$ cat config.mk
export PLATFORM = sky130hd
export DESIGN_NAME = serial_xnor_compare
export DESIGN_NICKNAME = d
export VERILOG_FILES = /design/src/rtl/serial_xnor_compare.sv
export SDC_FILE = /design/constraint.sdc
export NUM_CORES = 1
export LEC_CHECK = 0
export BUFFER_PORTS_ARGS = -buffer_cell sky130_fd_sc_hd__buf_2
export CAP_MARGIN = 20
export CORE_MARGIN = 4
export CORE_UTILIZATION = 46
export CTS_CLUSTER_DIAMETER = 200
export DETAILED_ROUTE_END_ITERATION = 8
export GPL_ROUTABILITY_DRIVEN = 0
export GPL_TIMING_DRIVEN = 0
export PLACE_DENSITY = 0.75
export SLEW_MARGIN = 40
export SYNTH_ARGS = -nofsm -noshare
export SYNTH_HDL_FRONTEND = slang
export SYNTH_SLANG_ARGS = --single-unit
export TNS_END_PERCENT = 100
$ cat constraint.sdc
create_clock -name clk -period 1.6 [get_ports clk]
set_clock_uncertainty 0.2 [all_clocks]
set_input_delay 0.32 -clock clk [delete_from_list [all_inputs] [get_ports clk]]
set_output_delay 0.32 -clock clk [all_outputs]
set_load 0.02 [all_outputs]
$ cat src/rtl/serial_xnor_compare.sv
// serial_xnor_compare
// Bit-serial equality checker. Takes one (a, b) bit pair per valid cycle,
// forms the per-bit XNOR (1 = bits agree), and after WIDTH pairs reports
// the number of agreeing pairs, an equality flag and the arrival index of
// the first disagreeing pair. Results hold until the next accepted start
// or clear.
module serial_xnor_compare #(
    parameter int WIDTH = 8,
    parameter int CNT_W = 4,
    parameter int IDX_W = 3
) (
    input  logic             clk,
    input  logic             rst_n,
    input  logic             start,
    input  logic             clear,
    input  logic             bit_valid,
    input  logic             a_bit,
    input  logic             b_bit,
    output logic             busy,
    output logic             done,
    output logic             equal,
    output logic [CNT_W-1:0] match_count,
    output logic [IDX_W-1:0] mismatch_idx
);

    typedef enum logic [1:0] {
        S_IDLE    = 2'd0,
        S_COLLECT = 2'd1,
        S_DONE    = 2'd2
    } state_t;

    localparam logic [IDX_W-1:0] LAST_IDX   = IDX_W'(WIDTH - 1);
    localparam logic [CNT_W-1:0] FULL_COUNT = CNT_W'(WIDTH);

    state_t           state_reg;
    state_t           state_next;
    logic [IDX_W-1:0] bit_cnt_reg;
    logic [CNT_W-1:0] match_count_reg;
    logic [IDX_W-1:0] mismatch_idx_reg;
    logic             recorded_reg;
    logic             equal_reg;

    logic             agree;
    logic             take_bit;
    logic             last_bit;
    logic             accept_start;
    logic [CNT_W-1:0] count_next;

    // Per-pair agreement and the events that drive the datapath.
    assign agree        = ~(a_bit ^ b_bit);
    assign take_bit     = (state_reg == S_COLLECT) && bit_valid;
    assign last_bit     = take_bit && (bit_cnt_reg == LAST_IDX);
    // start is only honoured when no frame is in flight (IDLE or the DONE cycle).
    assign accept_start = start && ((state_reg == S_IDLE) || (state_reg == S_DONE));
    assign count_next   = match_count_reg + {{(CNT_W-1){1'b0}}, agree};

    // State register.
    always_ff @(posedge clk or negedge rst_n) begin
        if (!rst_n) begin
            state_reg <= S_IDLE;
        end else begin
            state_reg <= state_next;
        end
    end

    // Next-state logic; clear overrides everything else.
    always_comb begin
        state_next = state_reg;
        if (clear) begin
            state_next = S_IDLE;
        end else begin
            case (state_reg)
                S_IDLE: begin
                    if (start) state_next = S_COLLECT;
                end
                S_COLLECT: begin
                    if (last_bit) state_next = S_DONE;
                end
                S_DONE: begin
                    state_next = start ? S_COLLECT : S_IDLE;
                end
                default: state_next = S_IDLE;
            endcase
        end
    end

    // State-decoded outputs.
    always_comb begin
        busy = 1'b0;
        done = 1'b0;
        case (state_reg)
            S_COLLECT: busy = 1'b1;
            S_DONE:    done = 1'b1;
            default: ;
        endcase
    end

    // Frame datapath: counter, match tally, first-mismatch capture, equal flag.
    always_ff @(posedge clk or negedge rst_n) begin
        if (!rst_n) begin
            bit_cnt_reg      <= '0;
            match_count_reg  <= '0;
            mismatch_idx_reg <= '0;
            recorded_reg     <= 1'b0;
            equal_reg        <= 1'b0;
        end else if (clear || accept_start) begin
            bit_cnt_reg      <= '0;
            match_count_reg  <= '0;
            mismatch_idx_reg <= '0;
            recorded_reg     <= 1'b0;
            equal_reg        <= 1'b0;
        end else if (take_bit) begin
            match_count_reg <= count_next;
            if (!agree && !recorded_reg) begin
                mismatch_idx_reg <= bit_cnt_reg;
                recorded_reg     <= 1'b1;
            end
            // Counter stops at the last index; the next start clears it.
            if (!last_bit) begin
                bit_cnt_reg <= bit_cnt_reg + 1'b1;
            end
            // Registered on the closing edge so it is valid alongside done.
            if (last_bit) begin
                equal_reg <= (count_next == FULL_COUNT);
            end
        end
    end

    assign equal        = equal_reg;
    assign match_count  = match_count_reg;
    assign mismatch_idx = mismatch_idx_reg;

endmodule

* Yosys cells after proc, flatten, opt, wreduce, memory -nomap -nowiden
Cells that the tools add are included.
Storage, ports and cells: register bits after elaboration 14, output and inout bits 10, word-level logic and storage cells 53
Operators by class: add/subtract/negate cells 2, equality and inequality tests 7, mux-type cells 21, bitwise logic cells 2, reductions and logical operators 15
Operators by type and width (number):
- $mux 3 | 6
- $mux 1 | 9
- $mux 4 | 2
- $reduce_and 2->1 | 4
- $mux 2 | 3
- $ne 3x3->1 const B | 2
- $pmux 2 s3 | 1
- $reduce_bool 2->1 | 3
- $add 4x1->4 | 1
- $eq 4x4->1 const B | 1
- $logic_and 1x1->1 | 4
- $add 3x1->3 const B | 1
- $eq 3x3->1 const B | 1
- $eq 2x1->1 const B | 1
- $eq 2x2->1 const B | 1
- $logic_not 2->1 | 1
- $logic_or 1x1->1 | 2
- $ne 2x1->1 const B | 1
- $logic_not 1->1 | 1
- $not 1->1 | 1
- $xor 1x1->1 | 1

* Longest topological paths before layout
Gate-level depths: netlist of the first run.
depth in word-level cells 7, gate-level depth with buffers 6, depth with buffers taken out 6

* Worst setup path after synthesis of the first run
OpenSTA, ideal clock, no wires.
path kind input -> register, start input port b_bit, end register equal_reg, in the netlist equal, library setup time 0.104 ns, arrival time 1.596 ns, slack -0.300 ns, stages on the path 5, buffers on the path 0, path through xnor2_1 ha_1 ha_1 or3_1 o41ai_4
Between the ends: cells in the longest elaborated chain, start to end 7
RTL lines:
- from (decl) | RTL line 18 | input logic b_bit,
- $xor 1x1->1 | RTL line 50 | assign agree = ~(a_bit ^ b_bit);
- $not 1->1 | RTL line 50
- $add 4x1->4 | RTL line 55 | assign count_next = match_count_reg + {{(CNT_W-1){1'b0}}, agree};
- $eq 4x4->1 | RTL line 124 | equal_reg <= (count_next == FULL_COUNT);
- $mux 1 | RTL line 123 | if (last_bit) begin
- $mux 1 | RTL line 112 | end else if (take_bit) begin
- $mux 1 | RTL line 106 | end else if (clear || accept_start) begin
- to (signal assigned) | RTL line 124
- to (decl) | RTL line 41 | logic equal_reg;
No other way between the ends. The select of a mux whose other input is x is not followed. A chain may end at the register's enable or synchronous reset.

* Worst setup path after layout of the first run
start register match_count_reg[0], in the netlist match_count[0], end register equal_reg, in the netlist equal
Between the ends: cells in the longest elaborated chain, start to end 5
RTL lines:
- from (decl) | RTL line 38 | logic [CNT_W-1:0] match_count_reg;
- from (signal assigned) | RTL line 113 | match_count_reg <= count_next;
- $add 4x1->4 | RTL line 55
- $eq 4x4->1 | RTL line 124
- $mux 1 | RTL line 123
- $mux 1 | RTL line 112
- $mux 1 | RTL line 106
No other way between the ends. The select of a mux whose other input is x is not followed.

==> results of run 1 <==
==> routing by layer <==
layer / track usage (%) / wire, um
met1: 18.93 / 744
met2: 25.00 / 855
met3: 3.976 / 82
met5: 0 / 0
met4: 6.726 / 32
==> layout by cell type, fill, tap and decap left out, types with 4 or more instances in the layout <==
cell type,n
buf_4,9
nor2_1,4
a21oi_1,6
dfrtp_1,12
nand3b_1,7
nand2_1,6
buf_2,15
==> area by class of cell <==
type / count / area (um2)
Multi-Input combinational cell: 54 / 478.0
Tap cell: 16 / 20.02
Timing Repair Buffer: 26 / 163.9
Sequential cell: 14 / 352.8
Buffer: 2 / 22.52
Fill cell: 114 / 478.0
Clock buffer: 4 / 26.28
==> critical path, stage by stage, from the launching register on <==
cell and delay (ns):
dfrtp_2 0.44, ha_4 0.17, ha_4 0.16, xor2_1 0.15, or3_4 0.35, o41ai_4 0.20
==> synth_stat cells, drive strengths merged <==
cell type  count
nor2b          2
and4bb         1
nand2          6
nand3b         7
a21oi          6
mux2i          3
o21ba          1
dfrtp         14
nand2b         2
ha             4
o21ai          3
nor3           1
buf            2
xor2           3
nor2           4
xnor2          2
or3            2
nand4b         3
nand3          3
o41ai          1
==> what timing repair did <==
action | in CTS | in global routing
buffers inserted | 7 | 2
hold buffers | 1 | 0
endpoints found under the hold margin | 14 | 0
setup endpoints to repair | 8 | 10
pin swaps | 2 | 3
resized for setup | 6 | 6
==> cell families after synthesis <==
kind of cell / count (synthesis) / synth area share, %
AOI/OAI and AO/OA: 11 / 10.68
and+or+nand+nor: 31 / 25.08
adders and majority gates: 4 / 6.473
DFF: 14 / 45.31
xor gates and xnor gates: 5 / 5.664
buffers and inverters: 2 / 2.912
muxes: 3 / 3.884
==> power by group <==
part           internal, uW  switching [uW]
clock network          97.0             123
logic                  61.4            62.6
registers               358            5.56
==> path summary, 6_finish.rpt <==
kind | to | slack [ns]
max | equal$_DFFE_PN0P_ | -0.18
min | state_reg[0]$_DFFE_PN0P_ | 0.08
max reg2reg | equal$_DFFE_PN0P_ | -0.18
min reg2reg | mismatch_idx[0]$_DFFE_PN0P_ | 0.36
max in group asynchronous | match_count[0]$_DFFE_PN0P_ | 0.69
min in group asynchronous | match_count[2]$_DFFE_PN0P_ | 0.25
==> per-stage QoR <==
step | cell area (um2) | hold WS (ns) | power, uW
after CTS | 1031 | 0.05310 | 705.8
after global routing | 1064 | 0.08528 | 739.7
final | 1064 | 0.07772 | 707.6
after global placement | 913.4 | 0.03475 | 465.7
after floorplan | 813.3 | -0.1756 | 431.9
after detailed placement | 913.4 | 0.03730 | 466.5
==> results.toml, run 1 <==
[timing]
slew_headroom_pct = 78.23
slew_viol_final = 0
fmax_ghz = 0.5621
final.min_clock_period_ns = 1.779
rsz0062_at_grt = "true"
setup_viol = 1
setup_tns_ns = -0.1790
report.final.hold_viol_count = 0
max_slew.worst_pin.slew_ns = 0.3266
finalCritPeriodShare_pct = 111.2
final.setup.worst_slack_ns = -0.1790

[floorplanning]
die_area_um2 = 2401
io_pins = 17
rows = 14
die-width_um = 49
die_h_um = 49
start_util_pct = 50.16
coreArea_um2 = 1541

[drt]
vias = 634
route.detailed.drc = 0
wl_per_cell_um = 14.78
drt_iter0_drc = 4
postRouteAntennaNets = 0
drtPass1Iterations = 4
vias_per_cell = 5.466
wl_um = 1715

[power_and_ir_drop]
p_leak_uw = 0.0005101
p_per_area_nw_per_um2 = 665.3
ir_drop_mv = 0.4790

[cts]
path_clk_slew_ns = 0.09
clock_path_buffers = 2
insertion_delay_ns = 0.29
cts_tree = "done"
numCtsBuffers = 3
h-tree-depth = 1
cts_num_sinks = 14
clockRootBuffer = "clkbuf_4"

[yosys]
ys_ff_latch = 14
synthesis.area_um2 = 773.2
syn_nets = 81
synth_cells = 70
yosys.area.top_type = "dfrtp_1"
syn_avg_cell_area_um2 = 11.05
synth.distinct_cells = 21
ys_seq_area_share_pct = 45.31
synth_top_cells_by_area = "dfrtp_1 (45%), nand3b_1 (6.8%), ha_1 (6.5%), a21oi_1 (3.9%), mux2i_1 (3.9%)"
synth_top_area_share_pct = 45.31
ys_warn_count = 0

[global_route]
grt_max_degree = 15
grt_usage_pct = 15.37
grt_first_pass_wirelength_um = 2856
grt_overflow = 0
grt_pass1_vias = 629
antenna_found_initial = 0

[worst_setup_path]
cp_max_fo = 3
required_ns = 1.59
crit_path_start = "match_count[0]$_DFFE_PN0P_"
setup.worst_path.start_class = "flip-flop"
critPathKind = "flip-flop to flip-flop"
regToRegStartpoint = "match_count[0]$_DFFE_PN0P_"
end_kind = "flip-flop"
reg2reg_depth = 5
worstPathArrival_ns = 1.77

[placed_design]
dp.cells = 102
dp_hpwl_um = 1089
dp_slack_ns = -0.4308
port_buffers = 16

[final_layout]
largest_reg_flops = 4
n_antenna_cell = 0
fin_util_pct = 68.99
final_nets = 112
syn_to_final_growth_pct = 37.54
final_cell_count_no_fill = 116
layout-drive-gt1-share_pct = 44.00

[min_path]
min_from = "clear"
hold_class = "input port to flip-flop"
hold_depth = 2

[status]
status = "complete, but fails checks"
violations = "negative setup slack"

[run]
cap_violations = 0
Note: power is estimated with default switching activity, not from simulation.
==> inputs of run 2 (changes only) <==
Settings changed: CORE_ASPECT_RATIO set to 0.8, CORE_MARGIN 4 to 3.
==> results.toml, run 2 (synthesized netlist as in run 1, its figures left out) <==
[final_layout]
mostFrequentLayoutCell = "buf_2"
final_cell_mix = "buf_2 (15), dfrtp_1 (12), buf_4 (8)"
layout-drive-gt1-share_pct = 44.90
n_antenna_cell = 0
fill_cells = 100
largest_reg_flops = 4
regArea_um2 = 352.8
multiInputGateArea_um2 = 485.5
final_nets = 110
syn_to_final_growth_pct = 38.19

[worst_setup_path]
cpPeakStageDelay_ns = 0.43
end_kind = "flip-flop"
cpMostUsedCell = "ha_4"
cp_cell_sequence = "ha_4 -> ha_4 -> xor2_1 -> or3_4 -> o41ai_4"
required_ns = 1.59
setup.worst_path.start_class = "flip-flop"
crit_slowest_cell = "dfrtp_2"
worstPathArrival_ns = 1.72
critPathKind = "flip-flop to flip-flop"
cp_max_fo = 2

[timing]
rsz0062_at_grt = "true"
slew_headroom_pct = 78.49
report.final.hold_viol_count = 0
final.setup.worst_slack_ns = -0.1363
fmax_ghz = 0.5759
final.min_clock_period_ns = 1.736
max_slew.worst_pin.slew_ns = 0.3226
slew_viol_final = 0
hold_slack_ns = 0.08377
setup_viol = 2
finalCritPeriodShare_pct = 108.5

[status]
status = "complete, but fails checks"
violations = "negative setup slack"

[min_path]
hold_class = "input port to flip-flop"

[floorplanning]
rows = 12
die_h_um = 42.67
start_util_pct = 52.02
die-width_um = 51.84
die_area_um2 = 2212
coreArea_um2 = 1486
io_pins = 17

[power_and_ir_drop]
ir_drop_mv = 0.5166
p_per_area_nw_per_um2 = 684.2
finalPower_uw = 731.1
p_leak_uw = 0.0005070

[run]
cap_violations = 0

[global_route]
antenna_found_initial = 0
grt_max_degree = 15
grt_overflow = 0
grt_pass1_vias = 616
grt_usage_pct = 16.97
grt_first_pass_wirelength_um = 2815

[placed_design]
port_buffers = 16

[drt]
wl_per_cell_um = 13.66
drtPass1Iterations = 4
drt_iter0_drc = 10
vias_per_cell = 5.395
vias = 642
route.detailed.drc = 0
wl_um = 1625
postRouteAntennaNets = 0

[cts]
clockRootBuffer = "clkbuf_4"
clock_path_buffers = 2
cts_num_sinks = 14
numCtsBuffers = 3
cts_tree = "done"
path_clk_slew_ns = 0.09
insertion_delay_ns = 0.28
h-tree-depth = 1
run 2: changes by cell type in the layout (fill, tap and decap cells not counted):
cell      delta
clkbuf_8     +1
buf_6        -1
buf_4        -1
xnor2_1      -1
clkbuf_1     -1
o21ai_1      -2
xnor2_2      +1
o21ai_0      +2
run 2: per-layer routing:
metal	GRT usage (%)	wire [um]	part of all wire [%]
met3	7.018	88	5.4
met5	0	0	0
met2	26.07	810	50
met1	21.56	704	43
met4	5.236	21	1.3
run 2: final cells by class:
cell class                 count  share of cell area (%)
buffer                         2                   2.108
clock buffer                   4                   3.396
multi-input combinational     54                   45.43
sequential                    14                   33.02
tap                           21                   2.459
timing repair buffer          24                   13.58
run 2: stage by stage:
stage / cells / area [um2] / setup WS, ns / utilization (%) / TNS [ns]
floorplan: 70 / 813.3 / -0.2186 / - / -0.2186
global placement: 107 / 919.6 / -0.3955 / 61.87 / -0.6183
detailed placement: 107 / 919.6 / -0.4004 / 61.87 / -0.6960
CTS: 117 / 1036 / -0.1276 / 69.70 / -0.1276
global route: 119 / 1069 / -0.1899 / 71.89 / -0.7362
finish: 119 / 1069 / -0.1363 / 71.89 / -0.1433
run 2: final timing paths:
check	start	endpoint	slack, ns	cells past startpoint
worst min-delay path	clear	state_reg[0]$_DFFE_PN0P_	0.08	2
worst max register to register	match_count[0]$_DFFE_PN0P_	equal$_DFFE_PN0P_	-0.14	5
worst max-delay path	match_count[0]$_DFFE_PN0P_	equal$_DFFE_PN0P_	-0.14	5
min in group asynchronous	rst_n	mismatch_idx[2]$_DFFE_PN0P_	0.26	2
worst min register to register	mismatch_idx[2]$_DFFE_PN0P_	mismatch_idx[2]$_DFFE_PN0P_	0.36	2
max in group asynchronous	rst_n	match_count[0]$_DFFE_PN0P_	0.66	2
run 2: repair_timing:
item                                   4_1_cts  5_1_grt
hold buffers                                 1        0
gates resized for setup                      8        2
setup endpoints to repair                    7       10
setup buffers                                5        2
pin swaps                                    3        1
endpoints found under the hold margin       14        0
run 2: report_power, final:
| part | internal (uW) | total [uW] | switching [uW] |
|---|---|---|---|
| clock | 138 | 248 | 110 |
| sequential | 359 | 365 | 6.51 |
| combinational | 56.9 | 118 | 61.0 |
run 2: critical path: cells and delay by family (launching register included):
family,cells,cell delay (ns)
AOI/OAI and AO/OA,1,0.19
DFF,1,0.43
adders and majority gates,2,0.32
and+or+nand+nor,1,0.35
xor gates and xnor gates,1,0.16
